===== src/rtl/seg_pkg.sv =====
// Shared character codes and seven-segment patterns for the display blocks.
// Segment pattern bit order is {a,b,c,d,e,f,g}, active-high.
package seg_pkg;

  localparam int CHAR_W = 5;
  localparam int SEG_W  = 7;

  typedef enum logic [CHAR_W-1:0] {
    CH_0     = 5'h00, CH_1 = 5'h01, CH_2 = 5'h02, CH_3 = 5'h03,
    CH_4     = 5'h04, CH_5 = 5'h05, CH_6 = 5'h06, CH_7 = 5'h07,
    CH_8     = 5'h08, CH_9 = 5'h09, CH_A = 5'h0A, CH_B = 5'h0B,
    CH_C     = 5'h0C, CH_D = 5'h0D, CH_E = 5'h0E, CH_F = 5'h0F,
    CH_BLANK = 5'h10,
    CH_R     = 5'h11, CH_T = 5'h12, CH_Y = 5'h13, CH_N = 5'h14,
    CH_O     = 5'h15, CH_P = 5'h16, CH_L = 5'h17, CH_H = 5'h18,
    CH_U     = 5'h19, CH_DASH = 5'h1A
  } char_e;

  localparam logic [SEG_W-1:0] SEG_0    = 7'b1111110;
  localparam logic [SEG_W-1:0] SEG_1    = 7'b0110000;
  localparam logic [SEG_W-1:0] SEG_2    = 7'b1101101;
  localparam logic [SEG_W-1:0] SEG_3    = 7'b1111001;
  localparam logic [SEG_W-1:0] SEG_4    = 7'b0110011;
  localparam logic [SEG_W-1:0] SEG_5    = 7'b1011011;
  localparam logic [SEG_W-1:0] SEG_6    = 7'b1011111;
  localparam logic [SEG_W-1:0] SEG_7    = 7'b1110000;
  localparam logic [SEG_W-1:0] SEG_8    = 7'b1111111;
  localparam logic [SEG_W-1:0] SEG_9    = 7'b1111011;
  localparam logic [SEG_W-1:0] SEG_A    = 7'b1110111;
  localparam logic [SEG_W-1:0] SEG_B    = 7'b0011111;
  localparam logic [SEG_W-1:0] SEG_C    = 7'b1001110;
  localparam logic [SEG_W-1:0] SEG_D    = 7'b0111101;
  localparam logic [SEG_W-1:0] SEG_E    = 7'b1001111;
  localparam logic [SEG_W-1:0] SEG_F    = 7'b1000111;
  localparam logic [SEG_W-1:0] SEG_R    = 7'b0000101;
  localparam logic [SEG_W-1:0] SEG_T    = 7'b0001111;
  localparam logic [SEG_W-1:0] SEG_Y    = 7'b0111011;
  localparam logic [SEG_W-1:0] SEG_N    = 7'b0010101;
  localparam logic [SEG_W-1:0] SEG_O    = 7'b0011101;
  localparam logic [SEG_W-1:0] SEG_P    = 7'b1100111;
  localparam logic [SEG_W-1:0] SEG_L    = 7'b0001110;
  localparam logic [SEG_W-1:0] SEG_H    = 7'b0110111;
  localparam logic [SEG_W-1:0] SEG_U    = 7'b0111110;
  localparam logic [SEG_W-1:0] SEG_DASH = 7'b0000001;
  localparam logic [SEG_W-1:0] SEG_OFF  = 7'b0000000;

endpackage


===== src/rtl/seg_char_rom.sv =====
// Combinational character-code to segment-pattern decode.
// Codes without a glyph (BLANK and 0x1B..0x1F) light nothing.
module seg_char_rom
  import seg_pkg::*;
(
  input  logic [CHAR_W-1:0] i_char,
  output logic [SEG_W-1:0]  o_seg
);

  always_comb begin
    o_seg = SEG_OFF;
    case (i_char)
      CH_0:    o_seg = SEG_0;
      CH_1:    o_seg = SEG_1;
      CH_2:    o_seg = SEG_2;
      CH_3:    o_seg = SEG_3;
      CH_4:    o_seg = SEG_4;
      CH_5:    o_seg = SEG_5;
      CH_6:    o_seg = SEG_6;
      CH_7:    o_seg = SEG_7;
      CH_8:    o_seg = SEG_8;
      CH_9:    o_seg = SEG_9;
      CH_A:    o_seg = SEG_A;
      CH_B:    o_seg = SEG_B;
      CH_C:    o_seg = SEG_C;
      CH_D:    o_seg = SEG_D;
      CH_E:    o_seg = SEG_E;
      CH_F:    o_seg = SEG_F;
      CH_R:    o_seg = SEG_R;
      CH_T:    o_seg = SEG_T;
      CH_Y:    o_seg = SEG_Y;
      CH_N:    o_seg = SEG_N;
      CH_O:    o_seg = SEG_O;
      CH_P:    o_seg = SEG_P;
      CH_L:    o_seg = SEG_L;
      CH_H:    o_seg = SEG_H;
      CH_U:    o_seg = SEG_U;
      CH_DASH: o_seg = SEG_DASH;
      default: o_seg = SEG_OFF;
    endcase
  end

endmodule


===== src/rtl/seg_scan_driver.sv =====
// N-digit multiplexed seven-segment driver with character buffer and digit scan.
// Define SEG_SCROLL_EN for a MSG_LEN-deep message buffer with a scrolling window.
module seg_scan_driver
  import seg_pkg::*;
#(
  parameter  int N_DIGITS   = 8,
  parameter  int SCAN_DIV   = 100000,
  parameter  int MSG_LEN    = 16,
  parameter  int SCROLL_DIV = 250,
  // Address port is sized for the larger (message) buffer in both builds.
  localparam int ADDR_W     = $clog2(MSG_LEN)
)(
  input  logic                clk,
  input  logic                reset_n,
  input  logic                wr_en,
  input  logic [ADDR_W-1:0]   wr_addr,
  input  logic [CHAR_W-1:0]   wr_data,
  input  logic [N_DIGITS-1:0] dp_mask,
  input  logic                blank,
  input  logic                scroll_en,
  output logic [7:0]          seg,
  output logic [N_DIGITS-1:0] an
);

  localparam int IDX_W = $clog2(N_DIGITS);
  localparam int PRE_W = $clog2(SCAN_DIV);
`ifdef SEG_SCROLL_EN
  localparam int DEPTH = MSG_LEN;
`else
  localparam int DEPTH = N_DIGITS;
`endif
  localparam int BUF_W = $clog2(DEPTH);

  logic [PRE_W-1:0]    r_presc;
  logic [IDX_W-1:0]    r_idx;
  logic [CHAR_W-1:0]   r_buf [DEPTH];
  logic [7:0]          r_seg;
  logic [N_DIGITS-1:0] r_an;

  logic                w_tick;
  logic                w_wr_ok;
  logic [BUF_W-1:0]    w_wr_idx;
  logic [BUF_W-1:0]    w_rd_idx;
  logic [CHAR_W-1:0]   w_char;
  logic [SEG_W-1:0]    w_pat;

  assign w_tick   = (r_presc == PRE_W'(SCAN_DIV - 1));
  assign w_wr_ok  = wr_en && ({1'b0, wr_addr} < (ADDR_W + 1)'(DEPTH));
  assign w_wr_idx = wr_addr[BUF_W-1:0];

  always_ff @(posedge clk or negedge reset_n) begin
    if (!reset_n) begin
      r_presc <= '0;
      r_idx   <= '0;
    end else if (w_tick) begin
      r_presc <= '0;
      r_idx   <= (r_idx == IDX_W'(N_DIGITS - 1)) ? '0 : r_idx + 1'b1;
    end else begin
      r_presc <= r_presc + 1'b1;
    end
  end

  always_ff @(posedge clk or negedge reset_n) begin
    if (!reset_n) begin
      for (int i = 0; i < DEPTH; i++) begin
        r_buf[i] <= CH_BLANK;
      end
    end else if (w_wr_ok) begin
      r_buf[w_wr_idx] <= wr_data;
    end
  end

`ifdef SEG_SCROLL_EN
  localparam int FRM_W = $clog2(SCROLL_DIV + 1);

  logic [FRM_W-1:0] r_frame;
  logic [BUF_W-1:0] r_off;
  logic             w_frame;
  logic [BUF_W:0]   w_sum;

  // A frame completes when the scan wraps from the last digit back to digit 0.
  assign w_frame = w_tick && (r_idx == IDX_W'(N_DIGITS - 1));

  always_ff @(posedge clk or negedge reset_n) begin
    if (!reset_n) begin
      r_frame <= '0;
      r_off   <= '0;
    end else if (!scroll_en) begin
      r_frame <= '0;
    end else if (w_frame) begin
      if (r_frame == FRM_W'(SCROLL_DIV - 1)) begin
        r_frame <= '0;
        r_off   <= (r_off == BUF_W'(MSG_LEN - 1)) ? '0 : r_off + 1'b1;
      end else begin
        r_frame <= r_frame + 1'b1;
      end
    end
  end

  assign w_sum    = {1'b0, r_off} + (BUF_W + 1)'(r_idx);
  assign w_rd_idx = (w_sum >= (BUF_W + 1)'(MSG_LEN)) ?
                    BUF_W'(w_sum - (BUF_W + 1)'(MSG_LEN)) : w_sum[BUF_W-1:0];
`else
  logic w_unused_scroll;

  assign w_rd_idx        = BUF_W'(r_idx);
  assign w_unused_scroll = scroll_en ^ (SCROLL_DIV == 0);
`endif

  assign w_char = r_buf[w_rd_idx];

  seg_char_rom u_rom (
    .i_char (w_char),
    .o_seg  (w_pat)
  );

  // seg and an share one register stage so they can never be skewed.
  always_ff @(posedge clk or negedge reset_n) begin
    if (!reset_n) begin
      r_seg <= '0;
      r_an  <= '0;
    end else if (blank) begin
      r_seg <= '0;
      r_an  <= '0;
    end else begin
      r_seg <= {dp_mask[r_idx], w_pat};
      r_an  <= N_DIGITS'(1) << r_idx;
    end
  end

  assign seg = r_seg;
  assign an  = r_an;

endmodule


===== config.mk =====
export PLATFORM = sky130hd
export DESIGN_NAME = seg_scan_driver
export DESIGN_NICKNAME = d
export VERILOG_FILES = /design/src/rtl/seg_pkg.sv /design/src/rtl/seg_char_rom.sv /design/src/rtl/seg_scan_driver.sv
export SDC_FILE = /design/constraint.sdc
export NUM_CORES = 1
export LEC_CHECK = 0
export ABC_AREA = 1
export CAP_MARGIN = 20
export CORE_ASPECT_RATIO = 0.7
export CORE_MARGIN = 1
export CORE_UTILIZATION = 58
export DETAILED_ROUTE_END_ITERATION = 8
export GPL_ROUTABILITY_DRIVEN = 0
export HOLD_SLACK_MARGIN = 0.06
export PLACE_DENSITY_LB_ADDON = 0.25
export RECOVER_POWER = 100
export SLEW_MARGIN = 15
export SYNTH_ARGS = -nofsm -noshare
export SYNTH_HDL_FRONTEND = slang
export SYNTH_HIERARCHICAL = 1
export SYNTH_SLANG_ARGS = --single-unit

===== constraint.sdc =====
create_clock -name clk -period 2.7 [get_ports clk]
set_clock_uncertainty 0.05 [all_clocks]
set_input_delay 0.81 -clock clk [delete_from_list [all_inputs] [get_ports clk]]
set_output_delay 0.81 -clock clk [all_outputs]
set_load 0.05 [all_outputs]

==> impl_metrics.csv <==
group,metric,value,unit
status,run_status,"finished clean",
synthesis,synthesis.area,4180,µm²
clock_tree,ctsRootBufferMaster,"sky130_fd_sc_hd__clkbuf_8",
placement,preCtsSetupSlack,253,ps
drt,postRouteAntennaNets,0,
clock_tree,path_clk_slew,80,ps
clock_tree,cts-root-to-sink-buffers,2,
global_route,grt_pass1_vias,3379,
synthesis,post_synth_num_cell_types,31,
global_route,antenna_found_initial,0,
setup_path,critPathSlowestCell,"sky130_fd_sc_hd__dfrtp_1",
drt,via_per_instance_ratio,5.32,
drt,drc,0,
setup_path,reg2reg_from,"r_idx[1]",
global_route,global_route.usage.total,27.6,%
clock_tree,cts_setup_buffers,0,
pwr,report.power.total,2.98,mW
synthesis,mappedNetlistNets,577,
flow_run,timing.max_cap.violations,0,
sta,rsz_0062_raised_after_global_routing,"false",
hold_path,timing.hold.worst.class,"reg -> reg",
sta,timing.final.crit_share,95.1,%
hold_path,min-delay-start,"r_buf[9]",
synthesis,synth_most_common_cell,"sky130_fd_sc_hd__nand2_1",
finish,stdcell_area,4760,µm²
synthesis,average_cell_area_after_synthesis,7.73,µm²
clock_tree,worstSkewPairLatency,350,ps
placement,dpl.hpwl,6850,µm
sta,worst_slew_pin_slew,1110,ps
synthesis,synthTopCellsByArea,"sky130_fd_sc_hd__dfrtp_1, sky130_fd_sc_hd__nand2_1, sky130_fd_sc_hd__inv_1",
synthesis,synth_common_cells,"sky130_fd_sc_hd__nand2_1, sky130_fd_sc_hd__inv_1, sky130_fd_sc_hd__dfrtp_1",
sta,finalWorstPathRequiredPeriod,2570,ps
finish,share_of_cells_above_drive_strength_1,8.11,%
clock_tree,tritoncts,"done",
synthesis,yosys_warnings,6,
setup_path,setup.worst_path.end_class,"flip-flop",
drt,dr.pass1.iters,5,
setup_path,required,2880,ps
finish,final_nets,623,
pwr,power_density,626,nW/µm²
synthesis,seq_area_frac_synth,45.7,%
die,fp-row-count,25,
finish,diodes,0,
drt,post_drt_wl_per_cell,13.8,µm
global_route,globalRoute.totalOverflow,0,
pwr,lkg_pwr,2.49,nW
global_route,grt_start_max_net_pins,45,
synthesis,number_of_synthesized_flops_with_an_enable_pin,0,
synthesis,synth_largest_area_cell,"sky130_fd_sc_hd__dfrtp_1",
synthesis,netlist_instances,541,
die,initial_core_util,61.1,%
synthesis,synth_flop_cell,"sky130_fd_sc_hd__dfrtp_1",
die,core_area,6850,µm²
setup_path,path_class,"reg -> reg",
setup_path,cell_family_contributing_the_most_delay_on_the_critical_path,"simple AND/OR/NAND/NOR gates",
sta,setup_slack,133,ps
drt,vias,3647,
setup_path,worst_setup_path_start_kind,"flip-flop",
drt,dr_iter_0_viols,301,
sta,slew_viol_final,0,
clock_tree,number_of_buffers_inserted_during_clock_tree_synthesis,9,
setup_path,critical_path.n_buffers_inverters,3,
sta,max_freq,390,MHz
setup_path,crit_arrival,2740,ps
setup_path,slowest_delay,590,ps
synthesis,ys_seq_elements,76,
setup_path,critical_path.cell_chain,"buf_4 > nor2_1 > o21ai_0 > o21ai_1 > nand2_1 > nand2_1 > inv_1 > ha_1 > or2_1 > a21oi_1 > nand2_1 > inv_1 > nor2_1",
placement,io_buffers,36,
drt,route.final.wire_length,9490,µm
synthesis,synth_async_sr_flop_share,100,%
pwr,ir_worst_vdd,0.325,mV
synthesis,top_area_cell_type_share_of_the_netlist_area,40.7,%
die,die_h,73.1,µm
setup_path,worstSetupStartpoint,"r_idx[1]",
die,die_x,104,µm
global_route,grt_pass1_wl,16100,µm
sta,setup_total_negative_slack,0,ps
placement,postPlaceCellArea,4680,µm²
clock_tree,ctsHoldBuffers,0,
sta,finalSetupViolCount,0,
clock_tree,htree_levels,3,
clock_tree,cts_resized,0,
setup_path,path_common_cell,"sky130_fd_sc_hd__nand2_1",
clock_tree,clock_sinks,76,
finish,area_growth_syn_to_layout,13.8,%
die,fp.dieArea,7560,µm²
die,boundaryPins,38,
setup_path,worstPathMaxFanout,16,
sta,max_slew_margin,25.2,%
sta,final-hold-violation-count,0,
-- metrics by stage --
stage / std cells / utilization (%) / hold slack, ps
6_report: 686 / 69.5 / 423
5_1_grt: 686 / 69.5 / 439
4_1_cts: 686 / 71.1 / 317
3_5_place_dp: 670 / 68.3 / 412
3_3_place_gp: 670 / 68.3 / 409
2_1_floorplan: 541 / - / 398
-- tightest hold or removal path, stage by stage (launching register included) --
cell	delay [ps]
sky130_fd_sc_hd__dfstp_2	370
sky130_fd_sc_hd__nand2_1	50
sky130_fd_sc_hd__o21ai_1	50
-- path summary, 6_finish.rpt --
kind                               to  slack, ps  cells after the start
min                          r_buf[9]        420                      2
max                            seg[2]        130                     13
max in group asynchronous  r_presc[9]        600                      2
min in group asynchronous    r_buf[2]        460                      1
max reg2reg                    seg[2]        130                     13
min reg2reg                  r_buf[9]        420                      2
-- cells in the final DEF (no fill, tap or decap) --
cell / synthesis / routed
sky130_fd_sc_hd__a21oi_1: 10 / 10
sky130_fd_sc_hd__buf_4: 2 / 10
sky130_fd_sc_hd__bufinv_16: 0 / 1
sky130_fd_sc_hd__bufinv_8: 1 / 1
sky130_fd_sc_hd__clkbuf_1: 2 / 4
sky130_fd_sc_hd__clkbuf_2: 1 / 1
sky130_fd_sc_hd__clkbuf_8: 0 / 10
sky130_fd_sc_hd__clkdlybuf4s50_1: 0 / 16
sky130_fd_sc_hd__clkinv_2: 0 / 2
sky130_fd_sc_hd__clkinv_4: 0 / 1
sky130_fd_sc_hd__dfrtp_1: 68 / 68
sky130_fd_sc_hd__dfstp_2: 8 / 8
sky130_fd_sc_hd__dlygate4sd3_1: 0 / 19
sky130_fd_sc_hd__ha_1: 14 / 14
sky130_fd_sc_hd__inv_1: 77 / 78
sky130_fd_sc_hd__inv_2: 3 / 2
sky130_fd_sc_hd__nand2_1: 134 / 137
sky130_fd_sc_hd__nand2_2: 5 / 3
sky130_fd_sc_hd__nand3_1: 30 / 35
sky130_fd_sc_hd__nand3_2: 5 / 1
sky130_fd_sc_hd__nand4_1: 5 / 5
sky130_fd_sc_hd__nor2_1: 64 / 65
sky130_fd_sc_hd__nor2_2: 5 / 5
sky130_fd_sc_hd__nor2_4: 2 / 1
sky130_fd_sc_hd__nor3_1: 2 / 5
sky130_fd_sc_hd__nor3_2: 0 / 1
sky130_fd_sc_hd__o21ai_0: 53 / 68
sky130_fd_sc_hd__o21ai_1: 24 / 9
sky130_fd_sc_hd__o21bai_1: 2 / 2
sky130_fd_sc_hd__o21bai_2: 1 / 1
sky130_fd_sc_hd__o22ai_1: 1 / 1
sky130_fd_sc_hd__or2_1: 1 / 1
sky130_fd_sc_hd__xor2_1: 7 / 7
-- where the power goes --
group / switching (mW) / leakage [nW] / internal (mW)
combinational: 0.473 / 1.43 / 0.256
sequential: 0.0727 / 0.958 / 1.31
clock: 0.414 / 0.100 / 0.452
total: 0.959 / 2.49 / 2.02
-- kinds of logic after synthesis --
kind of cell	share of synthesized area, %
AO/OA/AOI/OAI	11.2
buffers and inverters	9.51
flip-flops	45.7
AND/OR/NAND/NOR	28.0
XOR/XNOR	1.47
adder cells (fa/ha/maj)	4.19
-- state kept, by name, indices dropped and copies added (netlist names) --
signal	count
r_presc	17
an	8
seg	8
r_idx	3
r_buf	40
-- final cells by class --
| type | instances | area (µm²) |
|---|---|---|
| fillers | 535 | 2090 |
| flip-flops and latches | 76 | 1910 |
| multi-input cells | 371 | 1780 |
| repair buffers | 48 | 438 |
| inverters | 81 | 318 |
| clock buffers | 12 | 145 |
| well taps | 94 | 118 |
| clock inverters | 4 | 48.8 |
-- layer usage --
metal	routed length, µm	track usage [%]
met1	4320	37.7
met2	4290	44.4
met3	718	5.89
met4	163	9.66
met5	0	0
Power figures use the tool's default switching activity.
